===== src/rtl/reg_file_pkg.sv =====
// Shared constants and dump FSM state type for the register-file dumper.
package reg_file_pkg;

   localparam int DATA_W = 32;
   localparam int DEPTH  = 64;
   localparam int ADDR_W = $clog2(DEPTH);

   localparam logic [ADDR_W-1:0] LAST_ADDR = ADDR_W'(DEPTH - 1);

   typedef enum logic [1:0] {
      IDLE,
      RUN,
      SUM,
      FLUSH
   } dump_state_t;

endpackage


===== src/rtl/reg_file_dumper.sv =====
// Streams all DEPTH register-file words out over a valid/ready channel, one dump per start.
// Optional feature macro: CHECKSUM_EN appends a modulo-2^DATA_W sum of all words as a final beat.
module reg_file_dumper
   import reg_file_pkg::*;
(
   input  logic              clk,
   input  logic              reset,
   input  logic              start,
   output logic              busy,
   output logic              done,
   output logic [ADDR_W-1:0] rd_addr,
   input  logic [DATA_W-1:0] rd_data,
   output logic [DATA_W-1:0] out_data,
   output logic              out_valid,
   input  logic              out_ready,
   output logic              out_last
);

   dump_state_t state;

`ifdef CHECKSUM_EN
   logic [DATA_W-1:0] sum;
`endif

   logic out_free;
   logic at_last;

   assign out_free = !out_valid || out_ready;
   assign at_last  = (rd_addr == LAST_ADDR);

   always_ff @(posedge clk or posedge reset) begin
      if (reset) begin
         state     <= IDLE;
         busy      <= 1'b0;
         done      <= 1'b0;
         rd_addr   <= '0;
         out_data  <= '0;
         out_valid <= 1'b0;
         out_last  <= 1'b0;
`ifdef CHECKSUM_EN
         sum       <= '0;
`endif
      end else begin
         done <= 1'b0;
         case (state)
            // rd_addr rests at 0 while idle, so word 0 loads on the start edge itself.
            // The done guard keeps a start in the done cycle from re-arming the dump.
            IDLE: begin
               if (start && !done) begin
                  busy      <= 1'b1;
                  out_data  <= rd_data;
                  out_valid <= 1'b1;
                  rd_addr   <= rd_addr + ADDR_W'(1);
`ifdef CHECKSUM_EN
                  sum       <= rd_data;
`endif
                  state     <= RUN;
               end
            end

            RUN: begin
               if (out_free) begin
                  out_data  <= rd_data;
                  out_valid <= 1'b1;
`ifdef CHECKSUM_EN
                  sum       <= sum + rd_data;
`endif
                  if (at_last) begin
`ifdef CHECKSUM_EN
                     state    <= SUM;
`else
                     out_last <= 1'b1;
                     state    <= FLUSH;
`endif
                  end else begin
                     rd_addr <= rd_addr + ADDR_W'(1);
                  end
               end
            end

`ifdef CHECKSUM_EN
            SUM: begin
               if (out_free) begin
                  out_data  <= sum;
                  out_valid <= 1'b1;
                  out_last  <= 1'b1;
                  state     <= FLUSH;
               end
            end
`endif

            FLUSH: begin
               if (out_ready) begin
                  out_valid <= 1'b0;
                  out_last  <= 1'b0;
                  done      <= 1'b1;
                  busy      <= 1'b0;
                  rd_addr   <= '0;
                  state     <= IDLE;
               end
            end

            default: state <= IDLE;
         endcase
      end
   end

endmodule


===== config.mk =====
export PLATFORM = sky130hd
export DESIGN_NAME = reg_file_dumper
export DESIGN_NICKNAME = d
export VERILOG_FILES = /design/src/rtl/reg_file_pkg.sv /design/src/rtl/reg_file_dumper.sv
export SDC_FILE = /design/constraint.sdc
export NUM_CORES = 1
export LEC_CHECK = 0
export ABC_AREA = 0
export CORE_AREA = 2 2 71 73
export CTS_BUF_LIST = sky130_fd_sc_hd__clkbuf_4
export DETAILED_ROUTE_END_ITERATION = 7
export DIE_AREA = 0 0 73 75
export PLACE_DENSITY = 0.74
export SYNTH_ARGS = -nofsm -noshare
export SYNTH_HDL_FRONTEND = slang
export SYNTH_SLANG_ARGS = --single-unit

===== constraint.sdc =====
create_clock -name clk -period 5.25 [get_ports clk]
set_input_delay 1.05 -clock clk [delete_from_list [all_inputs] [get_ports clk]]
set_output_delay 1.05 -clock clk [all_outputs]
set_load 0.1 [all_outputs]

==> run summary <==
Final RePlAce weighted congestion = 0.726
Cts bufs inserted = 5
Normalized max-slew margin = 32.9%
Max Root-Sink Buffers = 2
Reg area = 1100 µm²
Layout cells sized above 1 = 21.7%
Tot GR Track Use = 14.8%
Filler cells = 396
Vias = 1288
Type of the tightest min-delay check = reg -> reg
Area grow syn2layout = 48.2%
Final Hold Vio Count = 0
Worst skew pair latency = 0.35 ns
Crit. End Element = output pin
Yosys Warn Count = 0
H-tree lvl count = 2
WP data required = 4.20 ns
Hold-fix buffers, CTS = 0
Post_cts resized = 0
Largest family of logic cells by synthesized area = multiplexers
# rows = 25
Startpoint type of the worst setup path = register
Total grt overflow = 0
Mapped cell area = 1810 µm²
Clk root buf = clkbuf_4
Largest net degree at the start of global routing = 45
Highest-count cells in the layout ignoring fill and taps = clkdlybuf4s50_1 (77), dfrtp_1 (44), mux2_2 (32), inv_1 (9), nor2_1 (6)
GR met1 Demand/Resource = 18.7%
Initial DRC Count = 38
Via density = 4.75
CTS tree = yes
ANT cells = 0
Most common cell after layout, fill and taps aside = clkdlybuf4s50_1
Synth Area in Simple Gates = 7.66%
Unrepaired setup endpoints after global routing = no
DIE HEIGHT = 75 µm
Final core occ = 57.6%
Wirelength per Cell = 14.3 µm
Die area = 5480 µm²
DP Area = 2640 µm²
First-pass iteration count of the detailed router = 5
Fin Hold WS = 0.497 ns
Io pins = 78
Clk_skew = 0.00918 ns
Setup Crit Path Kind = reg -> out
Initial antenna violation count = 0
Final wirelength = 3880 µm
Vias in the first global route = 1215
Synth cell types = 31
Buffers and inverters on the worst path = 1
CP max-delay cell = clkdlybuf4s50_1
GR Util met3 = 5.49%
Tightest Pin Transition = 1.00 ns
Slew Viols, Final = 0
Final ANT Viol Nets = 0
Syn_nets = 172
Core ar. = 4660 µm²
Dpl hpwl = 2820 µm
CP top delay family = buffers and inverters
Clock sinks = 44
Max-Cap Viols = 0
DRC = 0
Setup Buffers After CTS = 0
Area of the multi-input gates = 643 µm²
Final Cycle Share = 57.6%
Synth Area in Compound Gates = 5.87%
Synth Area in XOR/XNOR = 0%
Worst-path cell chain = clkdlybuf4s50_1
Setup TNS = 0 ns
M2 GR Usage = 23.0%
Clk slew on worst S/H paths = 0.13 ns
Top Usage Layer GRT = met2
Seq cells post-synth = 44
Syn Inst Count = 135
Max Clk Rate = 0.331 GHz
Min Clock Period, post-route = 3.02 ns
First-pass GRT wire length = 6020 µm
Final instance area = 2690 µm²
Status = completed
Adder-Cell Fraction of Synth Area = 0.690%
Starting Density = 38.9%
Die extent in x = 73 µm
Nets = 253
Avg Cell Area, Syn = 13.4 µm²
Mux share of post-synthesis cell area = 21.3%
Setup violations, final = 0
Number of I/O port buffers = 77
Critical Path AT = 1.97 ns
Slowest Stage Delay on Critical Path = 1.16 ns
Post-synthesis sequential area ratio = 60.7%
CP max FO = 6
-- sequential cells by signal (all words and copies together) (netlist names) --
signal and flops:
out_last 1, busy 1, rd_addr 6, out_data 32, done 1, out_valid 1
state 2
-- area by class of cell --
class,instances,area share (%)
Sequential cell,44,41.0
Clock buffer,5,1.40
Clock inverter,3,0.512
Timing Repair Buffer,79,29.3
Inverter,10,1.40
Tap cell,54,2.52
Multi-Input combinational cell,76,23.9
-- Yosys cell counts (all sizes together) --
cell / count / area [µm²]
o21a: 1 / 7.51
o22ai: 1 / 6.26
a21o: 1 / 7.51
nand2b: 2 / 15.0
ha: 1 / 12.5
mux2i: 1 / 10.0
or4b: 1 / 10.0
o21bai: 1 / 7.51
and2: 2 / 15.0
nor2: 6 / 22.5
inv: 10 / 37.5
buf: 5 / 31.3
a21oi: 4 / 20.0
mux2: 33 / 375
a31o: 1 / 8.76
o211ai: 3 / 27.5
dfrtp: 44 / 1100
nand3: 3 / 15.0
nand4: 2 / 12.5
nor3b: 1 / 7.51
nor3: 1 / 5.00
a31oi: 1 / 6.26
or4: 1 / 11.3
nand2: 5 / 18.8
o21ai: 3 / 15.0
or2: 1 / 6.26
-- per-stage QoR --
step	cells	setup slack [ns]
finish	271	2.23
floorplan	135	2.70
global placement	263	2.40
CTS	271	2.22
global route	271	2.16
detailed placement	263	2.37
-- worst paths after layout --
path                            start            to  slack (ns)  cells past startpoint
setup / recovery           rd_addr[3]    rd_addr[3]        2.23                      1
hold / removal               out_last      out_last        0.50                      1
setup reg to reg           rd_addr[0]    rd_addr[0]        3.41                      5
hold reg to reg              out_last      out_last        0.50                      1
max in group asynchronous       reset          done        3.74                      3
min in group asynchronous       reset  out_data[24]        1.12                      3
-- cell families (layout without fill, tap and decap cells) --
| family | Yosys count | after routing |
|---|---|---|
| muxes | 34 | 34 |
| and+or+nand+nor | 25 | 25 |
| adders and majority gates | 1 | 1 |
| AOI/OAI and AO/OA | 16 | 16 |
| buffers and inverters | 15 | 97 |
| DFF | 44 | 44 |
-- metal layers --
metal  up-vias  wire length, µm  part of all wire (%)
met5         -                0                     0
met4         0               59                   1.5
met3         5              231                   6.0
met2        40             1980                    51
met1       617             1620                    42
li1        626                -                     -
Power is left out: the tool's default activity adds up to more than one toggle a clock period on the data nets, which glitch-free logic cannot reach.
